==> config.mk <==
export PLATFORM = sky130hd
export DESIGN_NAME = clk_en_rst_seq
export DESIGN_NICKNAME = d
export VERILOG_FILES = /design/src/rtl/clk_en_rst_seq.sv
export SDC_FILE = /design/constraint.sdc
export NUM_CORES = 1
export LEC_CHECK = 0
export BUFFER_PORTS_ARGS = -buffer_cell sky130_fd_sc_hd__buf_2
export CORE_ASPECT_RATIO = 0.5
export CORE_MARGIN = 3
export CORE_UTILIZATION = 30
export CTS_BUF_LIST = sky130_fd_sc_hd__clkbuf_2
export CTS_CLUSTER_SIZE = 8
export DETAILED_ROUTE_END_ITERATION = 12
export GPL_TIMING_DRIVEN = 0
export PLACE_DENSITY_LB_ADDON = 0.1
export SYNTH_ARGS = -nofsm -noshare
export SYNTH_HDL_FRONTEND = slang
export SYNTH_SLANG_ARGS = --single-unit
==> constraint.sdc <==
create_clock -name local_clk -period 3.7 [get_ports local_clk]
set_clock_uncertainty 0.15 [all_clocks]
set_input_delay 0.74 -clock local_clk [delete_from_list [all_inputs] [get_ports local_clk]]
set_output_delay 0.74 -clock local_clk [all_outputs]
set_load 0.02 [all_outputs]
==> src/rtl/clk_en_rst_seq.sv <==
// Clock-enable and reset sequencer: a free-running sideband strobe, a held core reset,
// and per-lane strobes whose rate follows the active link generation.
module clk_en_rst_seq #(
   parameter int         NUM_LANES   = 2,
   parameter int         SB_DIV      = 16,
   parameter int         GEN2_DIV    = 8,
   parameter int         GEN3_DIV    = 4,
   parameter int         GEN4_DIV    = 2,
   parameter int         RST_HOLD    = 3,
   parameter int         SWITCH_GAP  = 4,
   parameter logic [1:0] GEN_DEFAULT = 2'b11
) (
   input  logic                 local_clk,
   input  logic                 rst,
   input  logic                 lane_disable,
   input  logic                 gen_req,
   input  logic [1:0]           gen_sel,
   output logic                 gen_ack,
   output logic [1:0]           gen_cur,
   output logic                 sb_en,
   output logic [NUM_LANES-1:0] lane_en,
   output logic                 core_rst_n,
   output logic                 switching
);

   localparam logic [1:0] ST_HOLD   = 2'b00;
   localparam logic [1:0] ST_RUN    = 2'b01;
   localparam logic [1:0] ST_SWITCH = 2'b10;

   localparam int LANE_MAX = (GEN2_DIV > GEN3_DIV) ?
                             ((GEN2_DIV > GEN4_DIV) ? GEN2_DIV : GEN4_DIV) :
                             ((GEN3_DIV > GEN4_DIV) ? GEN3_DIV : GEN4_DIV);
   localparam int SBW = $clog2(SB_DIV);
   localparam int LW  = $clog2(LANE_MAX);
   localparam int HW  = $clog2(RST_HOLD + 1);
   localparam int SWW = $clog2(SWITCH_GAP + 1);

   localparam logic [SBW-1:0] SB_LAST   = SBW'(SB_DIV - 1);
   localparam logic [HW-1:0]  HOLD_LAST = HW'(RST_HOLD - 1);
   localparam logic [SWW-1:0] SW_LAST   = SWW'(SWITCH_GAP - 1);

   logic [1:0]           state_r, state_nx_s;
   logic [SBW-1:0]       sb_cnt_r, sb_cnt_nx_s;
   logic [HW-1:0]        hold_cnt_r, hold_cnt_nx_s;
   logic [LW-1:0]        lane_cnt_r, lane_cnt_nx_s;
   logic [SWW-1:0]       sw_cnt_r, sw_cnt_nx_s;
   logic [1:0]           gen_cur_r, gen_cur_nx_s;
   logic [1:0]           gen_lat_r, gen_lat_nx_s;
   logic                 ack_nx_s;
   logic [NUM_LANES-1:0] lane_mask_s;
   logic [NUM_LANES-1:0] lane_en_nx_s;
   logic                 sb_en_r;
   logic [NUM_LANES-1:0] lane_en_r;
   logic                 core_rst_n_r;
   logic                 gen_ack_r;
   logic                 switching_r;

   // Terminal lane-counter value for a given generation
   function automatic logic [LW-1:0] div_last(input logic [1:0] gen);
      logic [LW-1:0] last;
      case (gen)
         2'b01:   last = LW'(GEN2_DIV - 1);
         2'b10:   last = LW'(GEN3_DIV - 1);
         2'b11:   last = LW'(GEN4_DIV - 1);
         default: last = LW'(GEN4_DIV - 1);
      endcase
      return last;
   endfunction

   // Next-state and next-output computation; outputs are registered from these values
   always_comb begin
      state_nx_s    = state_r;
      hold_cnt_nx_s = hold_cnt_r;
      lane_cnt_nx_s = lane_cnt_r;
      sw_cnt_nx_s   = sw_cnt_r;
      gen_cur_nx_s  = gen_cur_r;
      gen_lat_nx_s  = gen_lat_r;
      ack_nx_s      = 1'b0;
      lane_mask_s   = '0;
      lane_en_nx_s  = '0;

      if (sb_cnt_r == SB_LAST) begin
         sb_cnt_nx_s = '0;
      end else begin
         sb_cnt_nx_s = sb_cnt_r + 1'b1;
      end

      case (state_r)
         ST_HOLD: begin
            lane_cnt_nx_s = '0;
            if (sb_en_r) begin
               if (hold_cnt_r == HOLD_LAST) begin
                  state_nx_s    = ST_RUN;
                  hold_cnt_nx_s = '0;
               end else begin
                  hold_cnt_nx_s = hold_cnt_r + 1'b1;
               end
            end else begin
               hold_cnt_nx_s = hold_cnt_r;
            end
         end
         ST_RUN: begin
            if (lane_cnt_r == div_last(gen_cur_r)) begin
               lane_cnt_nx_s = '0;
            end else begin
               lane_cnt_nx_s = lane_cnt_r + 1'b1;
            end
            // A request for an invalid or already-active generation is acked without a switch
            if (gen_req) begin
               if ((gen_sel != 2'b00) && (gen_sel != gen_cur_r)) begin
                  state_nx_s    = ST_SWITCH;
                  gen_lat_nx_s  = gen_sel;
                  lane_cnt_nx_s = '0;
                  sw_cnt_nx_s   = '0;
               end else begin
                  ack_nx_s = 1'b1;
               end
            end else begin
               ack_nx_s = 1'b0;
            end
         end
         ST_SWITCH: begin
            lane_cnt_nx_s = '0;
            if (sw_cnt_r == SW_LAST) begin
               state_nx_s   = ST_RUN;
               gen_cur_nx_s = gen_lat_r;
               sw_cnt_nx_s  = '0;
               ack_nx_s     = 1'b1;
            end else begin
               sw_cnt_nx_s = sw_cnt_r + 1'b1;
            end
         end
         default: begin
            state_nx_s    = ST_HOLD;
            hold_cnt_nx_s = '0;
            lane_cnt_nx_s = '0;
            sw_cnt_nx_s   = '0;
            gen_cur_nx_s  = GEN_DEFAULT;
         end
      endcase

      for (int i = 0; i < NUM_LANES; i++) begin
         lane_mask_s[i] = (i == 0) ? 1'b1 : ~lane_disable;
      end

      if ((state_nx_s == ST_RUN) && (lane_cnt_nx_s == div_last(gen_cur_nx_s))) begin
         lane_en_nx_s = lane_mask_s;
      end else begin
         lane_en_nx_s = '0;
      end
   end

   // State, counters and registered outputs with synchronous active-low reset
   always_ff @(posedge local_clk) begin
      if (!rst) begin
         state_r      <= ST_HOLD;
         sb_cnt_r     <= '0;
         hold_cnt_r   <= '0;
         lane_cnt_r   <= '0;
         sw_cnt_r     <= '0;
         gen_cur_r    <= GEN_DEFAULT;
         gen_lat_r    <= GEN_DEFAULT;
         sb_en_r      <= 1'b0;
         lane_en_r    <= '0;
         core_rst_n_r <= 1'b0;
         gen_ack_r    <= 1'b0;
         switching_r  <= 1'b0;
      end else begin
         state_r      <= state_nx_s;
         sb_cnt_r     <= sb_cnt_nx_s;
         hold_cnt_r   <= hold_cnt_nx_s;
         lane_cnt_r   <= lane_cnt_nx_s;
         sw_cnt_r     <= sw_cnt_nx_s;
         gen_cur_r    <= gen_cur_nx_s;
         gen_lat_r    <= gen_lat_nx_s;
         sb_en_r      <= (sb_cnt_nx_s == SB_LAST);
         lane_en_r    <= lane_en_nx_s;
         core_rst_n_r <= (state_nx_s != ST_HOLD);
         gen_ack_r    <= ack_nx_s;
         switching_r  <= (state_nx_s == ST_SWITCH);
      end
   end

   assign sb_en      = sb_en_r;
   assign lane_en    = lane_en_r;
   assign core_rst_n = core_rst_n_r;
   assign gen_ack    = gen_ack_r;
   assign switching  = switching_r;
   assign gen_cur    = gen_cur_r;

endmodule

==> impl_metrics.yaml, run 1 <==
worst_setup_path:
  crit_path_max_fanout: 10
  end_kind: "flip-flop"
  slowest_stage: "or4b_1"
  cp-start-kind: "flip-flop"
  crit_path_cell_trace: "inv_1 -> ha_1 -> clkbuf_1 -> nor2_1 -> nand2_1 -> a22oi_1 -> nor2b_1 -> ha_1 -> nand3b_1 -> or4b_1 -> and4_4 -> nor4_2"
  slowest_delay_ps: 500
  cp_common_cell: "ha_1"
  critical_path_class: "reg2reg"
  worstPathArrival_ps: 3270
  crit_required_ps: 3840
layout:
  final_core_util_pct: 37.95
  antennaDiodeCount: 0
  area_growth_pct: 11.69
  final_area_um2: 1410
  fin_nets: 179
  layout-drive-gt1-share_pct: 14.81
pwr:
  clkPwrFrac_pct: 26.8
  cellPowerDensity_nw_per_um2: 277.9
  p_leak_nw: 0.5827
  power_frac_comb_pct: 5.6
  vdd_ir_drop_max_uv: 96.69
  power.total_mw: 0.3918
  power.internal_mw: 0.2940
  seq_power_share_pct: 67.7
  switching_share_pct: 24.96
  p_sw_mw: 0.09781
cts:
  clk_path_buf_depth: 2
  clkSlewWorstSetupHoldPaths_ps: 230
  postCtsResizedCells: 0
  cts-root-buf: "clkbuf_2"
  post_cts_buffers: 0
  htreeDepth: 1
  cts_sinks: 24
  cts_hold_buf: 0
  clkLatencyLatePin_ps: 340
  numCtsBuffers: 3
  cts_tree: "yes"
synthesis:
  yosys_register_bits: 24
  synth_nets: 161
  netlist_area_um2: 1262
  netlist_instances: 145
  yosysTopAreaCell: "dfxtp_1"
  synth_ff_type: "dfxtp_1"
  synth-seq-area-share_pct: 38.06
  ys_types: 40
  synth_top_area_share_pct: 38.06
  yosysMostFrequentCell: "dfxtp_1"
  synth_edf_count: 0
  synth_area_leaders: "dfxtp_1, ha_1, nand2_1"
  ys_top_cells_by_count: "dfxtp_1, nand2_1, nor2_1"
  ys_async_sr_fraction_pct: 0
  syn_area_per_cell_um2: 8.707
  ys_warn_count: 0
grt:
  grt.total_usage_pct: 11.10
  grt_start_max_net_pins: 14
  grt_antenna_before_repair: 0
  first_global_vias: 949
  grt-ovfl-total: 0
  grt_pass1_wl_um: 4422
detailed_routing:
  via_per_inst: 4.840
  dr_total_vias: 1031
  drtIter0Drc: 29
  wl_um: 2609
  drt_first_pass_iters: 4
  drt-wirelength-per-cell_um: 12.25
  drc: 0
  ant_nets: 0
floorplanning:
  io_pins: 14
  core-area_um2: 3716
  row_count: 15
  start_util_pct: 33.97
  die_h_um: 51.87
  fp.dieW_um: 97.74
  die-area_um2: 5070
timing:
  setup_viol: 0
  max_freq_ghz: 0.3195
  period_minus_slack_ps: 3129
  setup-tns-final_ps: 0
  hold_violations: 0
  slew_headroom_pct: 66.54
  period_share_pct: 84.58
  worstMarginPinSlew_ps: 499.7
  holdWs_ps: 304.4
  rsz0062_at_grt: "false"
  drv_slew: 0
job:
  drv_cap: 0
place:
  io_buffers: 13
  hpwl_um: 2037
  routabilityCongestion: 0.7281
  placed_area_um2: 1391
hold_path:
  min_path_type: "reg2reg"
status:
  outcome: "completed"
==> state kept, by name, indices dropped and copies added, names as in the netlist, 2 cells and up <==
signal / count
sw_cnt_r: 3
gen_cur: 2
lane_cnt_r: 3
hold_cnt_r: 2
gen_lat_r: 2
sb_cnt_r: 4
state_r: 2
lane_en: 2
==> critical path: cells and delay by family, from the launching register on <==
kind	cells	cell delay [ps]
compound gates	1	220
fa+ha+maj	2	460
flops	1	450
buf+inv	2	280
simple gates	7	1490
==> cell usage in the layout, fill, tap and decap left out, drive strengths merged, types with 4 or more instances in the layout <==
master,netlist,final
nand2,19,19
ha,10,10
clkbuf,1,4
nand2b,4,4
buf,0,13
a22oi,4,4
o21ai,7,7
a21oi,7,7
dfxtp,24,24
inv,10,10
nor2,16,16
==> final timing paths <==
| path | start | to | slack, ps | cells past startpoint |
|---|---|---|---|---|
| worst max-delay path | state_r[0] | lane_en[0] | 570 | 12 |
| worst min-delay path | sw_cnt_r[2] | sw_cnt_r[2] | 300 | 1 |
| worst max register to register | state_r[0] | lane_en[0] | 570 | 12 |
| worst min register to register | sw_cnt_r[2] | sw_cnt_r[2] | 300 | 1 |
==> layout make-up <==
cell class / count / area (um^2)
Buffer: 1 / 3.754
Tap cell: 51 / 63.81
Multi-Input combinational cell: 109 / 737.0
Clock inverter: 1 / 3.754
Sequential cell: 24 / 480.5
Fill cell: 395 / 2306
Clock buffer: 3 / 15.01
Inverter: 11 / 41.29
Timing Repair Buffer: 13 / 65.06
==> per-layer routing <==
metal / track usage [%] / part of all wire (%)
met1: 15.23 / 56
met2: 16.10 / 40
met3: 4.552 / 4.3
met4: 2.759 / 0.54
met5: 0 / 0
==> power groups by stage <==
| stage | clock [mW] | sequential [mW] | combinational, mW |
|---|---|---|---|
| 2_1_floorplan | 0 | 0.269 | 0.0136 |
| 3_3_place_gp | 0 | 0.270 | 0.0218 |
| 3_5_place_dp | 0 | 0.270 | 0.0220 |
| 4_1_cts | 0.114 | 0.265 | 0.0222 |
| 5_1_grt | 0.123 | 0.266 | 0.0252 |
| 6_report | 0.105 | 0.265 | 0.0219 |
==> through the flow <==
| stage | std cells | worst slack [ps] |
|---|---|---|
| after floorplan | 145 | 901.1 |
| after global placement | 209 | 617.3 |
| after detailed placement | 209 | 620.2 |
| after CTS | 213 | 551.3 |
| after global routing | 213 | 239.8 |
| final | 213 | 570.6 |
==> cells by family after synthesis <==
| kind of cell | after synthesis | share of synthesized area, % |
|---|---|---|
| fa+ha+maj | 10 | 9.911 |
| mux | 3 | 2.379 |
| buf+inv | 12 | 3.568 |
| simple gates | 59 | 24.78 |
| flops | 24 | 38.06 |
| xor+xnor | 6 | 4.163 |
| compound gates | 31 | 17.15 |
(Power assumes the default switching activity.)
==> run 2: changes to the inputs <==
--- a/config.mk
+++ b/config.mk
@@ -5,6 +5,7 @@
 export SDC_FILE = /design/constraint.sdc
 export NUM_CORES = 1
 export LEC_CHECK = 0
+export ABC_AREA = 1
 export BUFFER_PORTS_ARGS = -buffer_cell sky130_fd_sc_hd__buf_2
 export CORE_ASPECT_RATIO = 0.5
 export CORE_MARGIN = 3
==> constraint.sdc (replaced) <==
create_clock -name local_clk -period 2.6 [get_ports local_clk]
set_clock_uncertainty 0.15 [all_clocks]
set_input_delay 0.52 -clock local_clk [delete_from_list [all_inputs] [get_ports local_clk]]
set_output_delay 0.52 -clock local_clk [all_outputs]
set_load 0.02 [all_outputs]
==> impl_metrics.yaml, run 2 <==
status:
  outcome: "completed"
worst_setup_path:
  path_buf_inv: 2
  end_kind: "flip-flop"
  crit_required_ps: 2780
  worstPathArrival_ps: 2590
  r2r_start: "state_r[0]"
  crit_family: "adder cells"
  r2r_end: "lane_en[1]"
  cp-start-kind: "flip-flop"
  slowest_delay_ps: 420
  critical_path_class: "reg2reg"
  reg2reg_slack_ps: 190
  slowest_stage: "dfxtp_1"
  r2r_cells: 11
  crit_path_max_fanout: 5
  crit_path_cell_trace: "inv_1 -> ha_1 -> inv_2 -> nand3_1 -> a221oi_1 -> ha_1 -> nand4_1 -> nand2_1 -> nor2_2 -> nand3_2 -> nor2_2"
synthesis:
  netlist_area_um2: 1231
  synth_ff_type: "dfxtp_1"
  ys_top_cells_by_count: "nand2_1, inv_1, dfxtp_1"
  yosysMostFrequentCell: "nand2_1"
  yosysTopAreaCell: "dfxtp_1"
  ys_warn_count: 0
  synth_area_leaders: "dfxtp_1, ha_1, nand2_1"
  syn_area_per_cell_um2: 7.647
  ys_async_sr_fraction_pct: 0
  synth_top_area_share_pct: 39.02
  ys_types: 23
  netlist_instances: 161
  synth-seq-area-share_pct: 39.02
  synth_edf_count: 0
  yosys_register_bits: 24
  synth_nets: 177
hold_path:
  hold_path_end: "lane_en[1]"
  whs_path_depth: 2
  min_from: "lane_disable"
  min_path_type: "in2reg"
floorplanning:
  die_h_um: 51.30
  die-area_um2: 4955
  start_util_pct: 33.47
  io_pins: 14
  fp.dieW_um: 96.60
  core-area_um2: 3679
  row_count: 15
detailed_routing:
  via_per_inst: 4.288
  dr_total_vias: 982
  drt-wirelength-per-cell_um: 10.56
  drt_first_pass_iters: 4
  wl_um: 2418
  drtIter0Drc: 31
  ant_nets: 0
  drc: 0
grt:
  grt_start_max_net_pins: 14
  grt-ovfl-total: 0
  first_global_vias: 851
  grt_pass1_wl_um: 3898
  grt_antenna_before_repair: 0
  grt.total_usage_pct: 10.43
pwr:
  switching_share_pct: 24.92
  power.internal_mw: 0.4155
  vdd_ir_drop_max_uv: 207.3
  clkPwrFrac_pct: 27.2
  p_sw_mw: 0.1379
  seq_power_share_pct: 67.9
  p_leak_nw: 0.6776
  cellPowerDensity_nw_per_um2: 399.6
  power_frac_comb_pct: 4.9
timing:
  hold_violations: 0
  rsz0062_at_grt: "false"
  max_freq_ghz: 0.4149
  period_minus_slack_ps: 2410
  slew_headroom_pct: 67.40
  setup-tns-final_ps: 0
  setup_viol: 0
  holdWs_ps: 124.3
  worstMarginPinSlew_ps: 489.0
  period_share_pct: 92.71
  drv_slew: 0
cts:
  postCtsResizedCells: 0
  cts_tree: "yes"
  post_cts_buffers: 0
  clk_path_buf_depth: 2
  numCtsBuffers: 3
  htreeDepth: 1
  cts_hold_buf: 0
  cts-root-buf: "clkbuf_2"
  clkSlewWorstSetupHoldPaths_ps: 250
  clkLatencyLatePin_ps: 350
  cts_sinks: 24
layout:
  top_regs: "sb_cnt_r (4), lane_cnt_r (3), sw_cnt_r (3)"
  area_growth_pct: 12.50
  final_cell_mix: "nand2_1, inv_1, dfxtp_1"
  largest-register: "sb_cnt_r"
  largest_reg_flops: 4
  layout-drive-gt1-share_pct: 19.66
  final_area_um2: 1385
  fin_nets: 195
  antennaDiodeCount: 0
  layout_commonest_cell: "nand2_1"
place:
  routabilityCongestion: 0.6848
  io_buffers: 13
  placed_area_um2: 1360
  hpwl_um: 1880
job:
  drv_cap: 0
## run 2: cell types whose count changed after synthesis, sizes merged, moves of 3 or more
| cell | delta |
|---|---|
| inv | +21 |
| nand2 | +20 |
| nand3 | +10 |
| a22oi | -4 |
| nand2b | -4 |
| mux2i | -3 |
| nor2 | +3 |
| o211ai | +3 |
| or3 | -3 |
| xor2 | -3 |
## run 2: worst reg2reg max path, stage by stage (launching register included)
cell and delay (ps):
dfxtp_1 420, inv_1 110, ha_1 310, inv_2 150, nand3_1 150, a221oi_1 390, ha_1 310, nand4_1 90
nand2_1 70, nor2_2 80, nand3_2 80, nor2_2 70
## run 2: how the worst max path moves through the flow
stage	start	endpoint	slack [ps]	cells after the start
5_1_grt	state_r[0]	lane_en[1]	20	13
4_1_cts	state_r[0]	lane_en[1]	190	12
6_report	state_r[0]	lane_en[1]	190	11
3_3_place_gp	state_r[0]	lane_en[1]	230	12
2_1_floorplan	state_r[0]	lane_en[1]	470	12
3_5_place_dp	state_r[0]	lane_en[1]	250	12
## run 2: routing by layer
layer	up-vias	wire length, um	global-route usage (%)
met5	-	0	0
met4	0	8	1.395
met3	2	99	3.971
met2	13	1006	15.18
met1	425	1304	14.85
li1	542	-	-
## run 2: metrics by stage
stage               worst slack (ps)  power, mW  std cells  utilization [%]
floorplan                      465.2     0.3995        161                -
global placement               230.4     0.4097        225            36.97
detailed placement             246.6     0.4103        225            36.97
CTS                            189.1     0.5651        229            37.48
global route                   23.88     0.5866        229            37.65
finish                         189.6     0.5534        229            37.65
## run 2: cells by family (layout without fill, tap and decap cells)
group | Yosys count | after routing | synth area share (%)
xor gates and xnor gates | 1 | 1 | 0.7115
and+or+nand+nor | 75 | 75 | 29.78
AOI/OAI and AO/OA | 18 | 18 | 10.26
buffers and inverters | 33 | 50 | 10.06
adders and majority gates | 10 | 10 | 10.16
DFF | 24 | 24 | 39.02
## run 2: power groups by stage
stage | registers (mW) | clock network, mW | logic [mW]
6_report | 0.376 | 0.151 | 0.0272
5_1_grt | 0.377 | 0.178 | 0.0319
4_1_cts | 0.376 | 0.161 | 0.0279
3_5_place_dp | 0.383 | 0 | 0.0277
3_3_place_gp | 0.382 | 0 | 0.0273
2_1_floorplan | 0.382 | 0 | 0.0177
## run 2: cell type report
cell class,count,area [um^2]
Clock buffer,3,15.01
Sequential cell,24,480.5
Multi-Input combinational cell,104,633.1
Tap cell,51,63.81
Fill cell,406,2293
Inverter,32,120.1
Timing Repair Buffer,13,65.06
Buffer,1,3.754
Clock inverter,1,3.754
